--- src/rtl/vx_commit_wb_arbiter.sv ---
// Commit writeback arbiter: per-source commit FIFOs, round-robin pick of one
// commit per cycle, registered register-file write port and a retirement counter.
module vx_commit_wb_arbiter #(
  parameter int NUM_INPUTS  = 3,
  parameter int NUM_THREADS = 4,
  parameter int NW_BITS     = 2,
  parameter int NR_BITS     = 6,
  parameter int UUID_BITS   = 44,
  parameter int BUF_DEPTH   = 2
) (
  input  logic                                clk,
  input  logic                                reset,
  input  logic [NUM_INPUTS-1:0]               in_valid,
  output logic [NUM_INPUTS-1:0]               in_ready,
  input  logic [NUM_INPUTS*UUID_BITS-1:0]     in_uuid,
  input  logic [NUM_INPUTS*NW_BITS-1:0]       in_wid,
  input  logic [NUM_INPUTS*NUM_THREADS-1:0]   in_tmask,
  input  logic [NUM_INPUTS*32-1:0]            in_PC,
  input  logic [NUM_INPUTS*NR_BITS-1:0]       in_rd,
  input  logic [NUM_INPUTS-1:0]               in_wb,
  input  logic [NUM_INPUTS-1:0]               in_eop,
  input  logic [NUM_INPUTS*NUM_THREADS*32-1:0] in_data,
  output logic                                wb_valid,
  output logic [UUID_BITS-1:0]                wb_uuid,
  output logic [NW_BITS-1:0]                  wb_wid,
  output logic [NUM_THREADS-1:0]              wb_tmask,
  output logic [31:0]                         wb_PC,
  output logic [NR_BITS-1:0]                  wb_rd,
  output logic [NUM_THREADS*32-1:0]           wb_data,
  output logic [63:0]                         retire_count
);

  localparam int DW      = NUM_THREADS * 32;
  localparam int EOP_BIT = DW;
  localparam int WB_BIT  = DW + 1;
  localparam int RD_LO   = DW + 2;
  localparam int PC_LO   = RD_LO + NR_BITS;
  localparam int TM_LO   = PC_LO + 32;
  localparam int WID_LO  = TM_LO + NUM_THREADS;
  localparam int UUID_LO = WID_LO + NW_BITS;
  localparam int EW      = UUID_LO + UUID_BITS;
  localparam int AW      = (BUF_DEPTH > 1) ? $clog2(BUF_DEPTH) : 1;
  localparam int CW      = $clog2(BUF_DEPTH + 1);
  localparam int PW      = (NUM_INPUTS > 1) ? $clog2(NUM_INPUTS) : 1;

  // Handshake: a beat transfers on source i when in_valid[i] & in_ready[i] at a
  // rising edge; in_ready depends only on registered FIFO occupancy.
  logic [NUM_INPUTS-1:0] w_push;
  logic [NUM_INPUTS-1:0] w_pop;
  logic [NUM_INPUTS-1:0] w_nonempty;
  logic [EW-1:0]         w_heads [NUM_INPUTS];
  logic [EW-1:0]         w_head;
  logic                  w_grant_valid;
  logic [PW-1:0]         w_grant_idx;
  logic [PW:0]           w_scan;
  logic [PW-1:0]         r_ptr;

  for (genvar i = 0; i < NUM_INPUTS; i++) begin : g_fifo
    logic [EW-1:0] r_mem [BUF_DEPTH];
    logic [AW-1:0] r_wr_ptr;
    logic [AW-1:0] r_rd_ptr;
    logic [CW-1:0] r_count;
    logic [EW-1:0] w_in_entry;

    assign w_in_entry = {in_uuid[i*UUID_BITS +: UUID_BITS], in_wid[i*NW_BITS +: NW_BITS],
                         in_tmask[i*NUM_THREADS +: NUM_THREADS], in_PC[i*32 +: 32],
                         in_rd[i*NR_BITS +: NR_BITS], in_wb[i], in_eop[i], in_data[i*DW +: DW]};
    assign in_ready[i]   = (r_count != CW'(BUF_DEPTH));
    assign w_push[i]     = in_valid[i] & in_ready[i];
    assign w_nonempty[i] = (r_count != '0);
    assign w_heads[i]    = r_mem[r_rd_ptr];

    always_ff @(posedge clk or posedge reset) begin
      if (reset) begin
        r_wr_ptr <= '0;
        r_rd_ptr <= '0;
        r_count  <= '0;
      end else begin
        if (w_push[i]) r_wr_ptr <= r_wr_ptr + AW'(1);
        if (w_pop[i])  r_rd_ptr <= r_rd_ptr + AW'(1);
        if (w_push[i] && !w_pop[i])      r_count <= r_count + CW'(1);
        else if (!w_push[i] && w_pop[i]) r_count <= r_count - CW'(1);
      end
    end

    // Payload storage needs no reset: occupancy alone decides what is valid.
    always_ff @(posedge clk) begin
      if (w_push[i]) r_mem[r_wr_ptr] <= w_in_entry;
    end
  end

  // Scan sources starting at the round-robin pointer; first non-empty wins.
  always_comb begin
    w_grant_valid = 1'b0;
    w_grant_idx   = '0;
    w_scan        = '0;
    for (int k = 0; k < NUM_INPUTS; k++) begin
      w_scan = {1'b0, r_ptr} + (PW+1)'(k);
      if (w_scan >= (PW+1)'(NUM_INPUTS)) w_scan = w_scan - (PW+1)'(NUM_INPUTS);
      if (!w_grant_valid && w_nonempty[w_scan[PW-1:0]]) begin
        w_grant_valid = 1'b1;
        w_grant_idx   = w_scan[PW-1:0];
      end
    end
  end

  always_comb begin
    w_pop = '0;
    if (w_grant_valid) w_pop[w_grant_idx] = 1'b1;
  end

  assign w_head = w_heads[w_grant_idx];

  always_ff @(posedge clk or posedge reset) begin
    if (reset) begin
      r_ptr <= '0;
    end else if (w_grant_valid) begin
      r_ptr <= (w_grant_idx == PW'(NUM_INPUTS - 1)) ? '0 : w_grant_idx + PW'(1);
    end
  end

  // Fields only load on a real write so the port holds its last write otherwise.
  always_ff @(posedge clk or posedge reset) begin
    if (reset) begin
      wb_valid     <= 1'b0;
      wb_uuid      <= '0;
      wb_wid       <= '0;
      wb_tmask     <= '0;
      wb_PC        <= '0;
      wb_rd        <= '0;
      wb_data      <= '0;
      retire_count <= '0;
    end else begin
      wb_valid <= w_grant_valid & w_head[WB_BIT];
      if (w_grant_valid && w_head[WB_BIT]) begin
        wb_uuid  <= w_head[UUID_LO +: UUID_BITS];
        wb_wid   <= w_head[WID_LO +: NW_BITS];
        wb_tmask <= w_head[TM_LO +: NUM_THREADS];
        wb_PC    <= w_head[PC_LO +: 32];
        wb_rd    <= w_head[RD_LO +: NR_BITS];
        wb_data  <= w_head[DW-1:0];
      end
      if (w_grant_valid && w_head[EOP_BIT]) retire_count <= retire_count + 64'd1;
    end
  end

endmodule

--- config.mk ---
export PLATFORM = sky130hd
export DESIGN_NAME = vx_commit_wb_arbiter
export DESIGN_NICKNAME = d
export VERILOG_FILES = /design/src/rtl/vx_commit_wb_arbiter.sv
export SDC_FILE = /design/constraint.sdc
export NUM_CORES = 2
export LEC_CHECK = 0
export CORE_AREA = 2 2 370 372
export CTS_BUF_LIST = sky130_fd_sc_hd__clkbuf_4
export CTS_CLUSTER_SIZE = 14
export DETAILED_ROUTE_END_ITERATION = 10
export DIE_AREA = 0 0 372 374
export MAX_ROUTING_LAYER = met4
export PLACE_DENSITY = 0.7
export SLEW_MARGIN = 10
export SYNTH_ARGS = -nofsm -noshare
export SYNTH_HDL_FRONTEND = slang
export SYNTH_SLANG_ARGS = --single-unit
export TNS_END_PERCENT = 30
--- constraint.sdc ---
create_clock -name clk -period 12.3 [get_ports clk]
set_input_delay 2.46 -clock clk [delete_from_list [all_inputs] [get_ports clk]]
set_output_delay 2.46 -clock clk [all_outputs]
set_load 0.02 [all_outputs]
Yosys cells after proc, flatten, opt, wreduce, memory -nomap -nowiden
Memory sizes are Yosys's and may differ from the RTL's. Cells that the tools add are included. W data, S select, Z words.

Word-level logic and storage cells: 117. Memories: 3. Register bits after elaboration: 295. Input bits: 659. Output and inout port bits: 284. Memory bits (writable): 1308.

Bitwise operators: 5. Reduce and logical (&&, ||, !) cells: 25. Magnitude comparators: 9. Mux-type cells: 34. Add/sub/neg operators: 19. Equal/unequal tests: 4.

Memories: g_fifo[0].r_mem (depth 2, width 218, rd ports 1, clocked after Yosys merged registers in 0, write ports 1, RTL line 59) `logic [EW-1:0] r_mem [BUF_DEPTH];`; g_fifo[1].r_mem (depth 2, width 218, rd ports 1, clocked after Yosys merged registers in 0, write ports 1, RTL line 59); g_fifo[2].r_mem (depth 2, width 218, rd ports 1, clocked after Yosys merged registers in 0, write ports 1, RTL line 59).

Operator list (number): $bmux W218 S2 (1); $mux W218 (2); $add A64 B1 Y64 const B (1); $mux W2 (13); $mux W1 (13); $lt A2 B3 Y1 const B (4); $reduce_bool A2 Y1 (6); $logic_and A1 B1 Y1 (11); $add A2 B1 Y2 const B (4); $logic_not A1 Y1 (8); $add A1 B1 Y1 const B (6); $bmux W1 S2 (3); $ge A3 B2 Y1 const B (2); $ne A2 B2 Y1 const B (3); $sub A2 B1 Y2 const B (3); $sub A2 B2 Y2 const B (3); $and A1 B1 Y1 (4); $add A2 B1 Y3 const B (1); $add A2 B2 Y3 const B (1); $ge A3 B3 Y1 const B (1); $mux W3 (1); $not A2 Y3 (1); $demux W1 S2 (1); $eq A2 B2 Y1 const B (1); 2 further kinds (2).

Logic depth before layout (Yosys ltp)
Depth in word-level cells: 19. Mapped depth: 14. Gate-level depth less buffers: 11.

Worst setup path after synthesis
OpenSTA, ideal clock, no wires.

Path type: input-to-reg. Start: input port in_valid[2]. End: memory g_fifo[2].r_mem[0][0] (netlist bit) (enable). Buffers on the path: 0. Setup slack: -0.091 ns. Setup time: 0.800 ns. Data arrival time: 11.590 ns. Data required time: 11.500 ns. Stages on the path: 2. Cells stage by stage: nand2_1 > nor2_1.

Cells in the longest elaborated chain, start to end: 3.

Ends and longest elaborated chain: start, declared (RTL line 13) `input logic [NUM_INPUTS-1:0] in_valid,`; $and A1 B1 Y1 (RTL line 69) `assign w_push[i] = in_valid[i] & in_ready[i];`; $mux W1 (RTL line 88) `if (w_push[i]) r_mem[r_wr_ptr] <= w_in_entry;`; $mux W1 (not written as such) (RTL line 88); end, declared (RTL line 59).

Every way passes these cells.

Final worst setup path
Start: register r_ptr[0]. End: register wb_data[125].

Cells in the longest elaborated chain, start to end: 16. Elaborated cells on any way between the ends: 32. Those cells by class: 5 x add/sub; 3 x order compare; 18 x mux; 1 x bitwise; 5 x reduce/logical.

Ends and longest elaborated chain: start, declared (RTL line 56) `logic [PW-1:0] r_ptr;`; start signal, assigned (RTL line 118) `r_ptr <= (w_grant_idx == PW'(NUM_INPUTS - 1)) ? '0 : w_grant_idx + PW'(1);`; parallel branches: the longest is 16 deep, another holds $add A2 B1 Y3; end signal, assigned (RTL line 141) `wb_data <= w_head[DW-1:0];`; end, declared (RTL line 29) `output logic [NUM_THREADS*32-1:0] wb_data,`.

Parallel ways; which one is timed is not known. The select of a mux whose other input is x is not followed. A chain may end at the register's enable or synchronous reset.

==> results.sh <==
export IMPL_htreeDepth=5
export IMPL_die_area_um2=139000
export IMPL_drc=0
export IMPL_routedWlPerCell_um=26.6
export IMPL_tightestPinTransition_ps=1180
export IMPL_start_kind="flop"
export IMPL_status="finished clean"
export IMPL_finalSetupViolCount=0
export IMPL_r2r_end="wb_data[125]"
export IMPL_period_share=0.425
export IMPL_yosys_area_top_type="edfxtp_1"
export IMPL_drv_cap=0
export IMPL_start_util=0.458
export IMPL_clk_pin_slew_ps=70
export IMPL_yosys_cell_types_count=46
export IMPL_ys_ff_latch=1603
export IMPL_grt_overflow=0
export IMPL_fin_hold_ws_ps=471
export IMPL_cts_resized=0
export IMPL_cts_buffers=414
export IMPL_hold_viol_final=0
export IMPL_insertion_delay_ps=1330
export IMPL_syn_num_nets=4056
export IMPL_synth_mux_area_fraction=0.157
export IMPL_grt_max_degree=157
export IMPL_ys_flop_type="edfxtp_1"
export IMPL_nets=5280
export IMPL_cts_root_buf="clkbuf_4"
export IMPL_timing_final_max_slew_violations=0
export IMPL_grt_usage=0.260
export IMPL_arrival_ps=6320
export IMPL_p_leak_nw=29.5
export IMPL_drt_wl_total_um=181000
export IMPL_routed_via_density=5.46
export IMPL_rows=135
export IMPL_ioPinCount=943
export IMPL_antenna_found_initial=69
export IMPL_synth_simple_area_share=0.0285
export IMPL_maxSlewHeadroom=0.210
export IMPL_power_density_nw_per_um2=284
export IMPL_synth_edf_count=1308
export IMPL_max_freq_mhz=191
export IMPL_num_fill_cells=10230
export IMPL_areaGrowthSynthToFinish_pct=27.4
export IMPL_core_um2=135000
export IMPL_synth_top_family_by_area="multiplexers"
export IMPL_endpoint_kind="flop"
export IMPL_clock_skew_ps=110
export IMPL_synth_top_area_share=0.635
export IMPL_dp_hpwl_um=116000
export IMPL_synth_fa_ha_area_frac=0.00142
export IMPL_cp_max_fo=156
export IMPL_place_area_um2=73200
export IMPL_clock_path_buffers=4
export IMPL_io_buffers=942
export IMPL_drive_gt1_frac=0.236
export IMPL_timing_rr_start="r_ptr[0]"
export IMPL_synth_xor_area_frac=0.0110
export IMPL_ys_warn_count=0
export IMPL_grt_pass1_vias=37975
export IMPL_holdPathEnd="retire_count[63]"
export IMPL_r2r_cells=12
export IMPL_rsz0062_at_grt="false"
export IMPL_ys_top_cells_by_area="edfxtp_1 64%, dfrtp_1 12%, mux2i_1 7.1%"
export IMPL_vias=37069
export IMPL_cts_sinks=1603
export IMPL_ys_seq_area_frac=0.755
export IMPL_hp_class="reg -> reg"
export IMPL_period_minus_slack_ps=5220
export IMPL_hold_depth=1
export IMPL_chipWidth_um=372
export IMPL_ir_worst_vdd_uv=601
export IMPL_cts_setup_buffers=0
export IMPL_synthArstFlopShare=0.184
export IMPL_fin_setup_tns_ps=0
export IMPL_firstDrtPassIters=5
export IMPL_synth_compound_area_frac=0.0342
export IMPL_cts_tree="built"
export IMPL_hold_buffers=0
export IMPL_stdcell_area_um2=78800
export IMPL_grt_pass1_wl_um=254000
export IMPL_postSynthAreaPerCell_um2=18.2
export IMPL_critPathKind="reg -> reg"
export IMPL_gp_congestion=0.883
export IMPL_die_h_um=374
export IMPL_syn_area_um2=61800
export IMPL_synthTopCellsByCount="1308 x edfxtp_1, 438 x mux2i_1, 305 x mux2_2"
export IMPL_r2r_slack_ps=7080
export IMPL_yosysMostFrequentCell="edfxtp_1"
export IMPL_drtIter0Drc=2891
export IMPL_ant_nets=0
export IMPL_required_ps=13400
export IMPL_worstHoldStart="retire_count[63]"
export IMPL_syn_inst=3390
[sequential cells by signal, summed over array words and instances (netlist names)]
register	cells
wb_tmask	4
g_fifo.r_wr_ptr	3
g_fifo.r_rd_ptr	3
wb_uuid	44
wb_data	128
retire_count	64
wb_wid	2
wb_valid	1
wb_PC	32
r_ptr	2
g_fifo.r_count	6
g_fifo.r_mem	1308
wb_rd	6
[layout make-up]
| class | count | area, µm² | area share |
|---|---|---|---|
| antenna | 69 | 173 | 0.00219 |
| clock buffer | 661 | 4960 | 0.0630 |
| clock inverter | 86 | 427 | 0.00541 |
| inverter | 9 | 41.3 | 0.000524 |
| multi-input combinational | 1595 | 14400 | 0.183 |
| sequential | 1603 | 46700 | 0.592 |
| tap | 1781 | 2230 | 0.0283 |
| timing repair buffer | 991 | 9880 | 0.125 |
[critical path, cell delays in order (launching register included)]
cell and delay [ps]:
dfrtp_1 350, inv_1 70, ha_1 440, o21a_1 210, o21a_1 110, o31a_1 320, a31oi_4 180, buf_12 570
a32oi_1 220, nand3_4 530, buf_4 730, buf_4 780, mux2_2 410
[power breakdown]
part | switching, mW | leakage [nW] | internal [mW]
clock | 2.14 | 3.25 | 2.49
combinational | 5.24 | 10.4 | 4.29
sequential | 0.665 | 15.8 | 7.57
total | 8.04 | 29.5 | 14.3
[layer usage]
| metal | global-route usage | vias up | part of all wire |
|---|---|---|---|
| met2 | 0.410 | 1783 | 0.49 |
| met5 | - | - | 0 |
| met4 | 0.116 | 0 | 0.038 |
| met1 | 0.311 | 18852 | 0.39 |
| met3 | 0.0742 | 305 | 0.082 |
| li1 | - | 16129 | - |
[worst max-delay path by stage]
stage | end | start | slack (ps)
after floorplan | g_fifo[0].r_mem[0][0] | in_valid[0] | -90
after global placement | g_fifo[0].r_mem[0][163] | in_valid[0] | 6430
after detailed placement | g_fifo[0].r_mem[1][143] | in_valid[0] | 6360
after CTS | in_ready[1] | g_fifo[1].r_count[0] | 6980
after global routing | wb_data[125] | r_ptr[0] | 6780
final | wb_data[125] | r_ptr[0] | 7080
[cell families (layout without fill, tap and decap cells)]
family | after synthesis | count (layout)
and+or+nand+nor | 394 | 394
adders and majority gates | 7 | 7
xor gates and xnor gates | 78 | 78
AOI/OAI and AO/OA | 244 | 244
DFF | 1603 | 1603
other | 0 | 69
buffers and inverters | 192 | 1747
muxes | 872 | 872
[layout by cell type (no fill, tap or decap), types with 9 or more instances in the layout]
cell type / instances
clkinv_2: 10
nor3_1: 9
o221ai_1: 217
edfxtp_1: 1308
nand3_1: 24
mux2_1: 19
nand2_1: 242
diode_2: 69
mux2_4: 110
and3_1: 19
clkdlybuf4s50_1: 942
clkbuf_4: 661
dfrtp_1: 292
xnor2_1: 49
mux2_2: 305
mux2i_1: 438
buf_4: 42
nand4_1: 31
clkinv_1: 64
xor2_1: 29
nor2_1: 25
[metrics by stage]
step                      cells  setup slack (ps)  power [mW]  utilization
final                      6795              7080        22.4        0.584
after global routing       6790              6780        23.4        0.584
after CTS                  6726              6980        22.5        0.583
after detailed placement   5979              6360        17.9        0.543
after global placement     5979              6430        17.6        0.543
after floorplan            3390             -90.8        14.9            -
(Power assumes the default switching activity.)
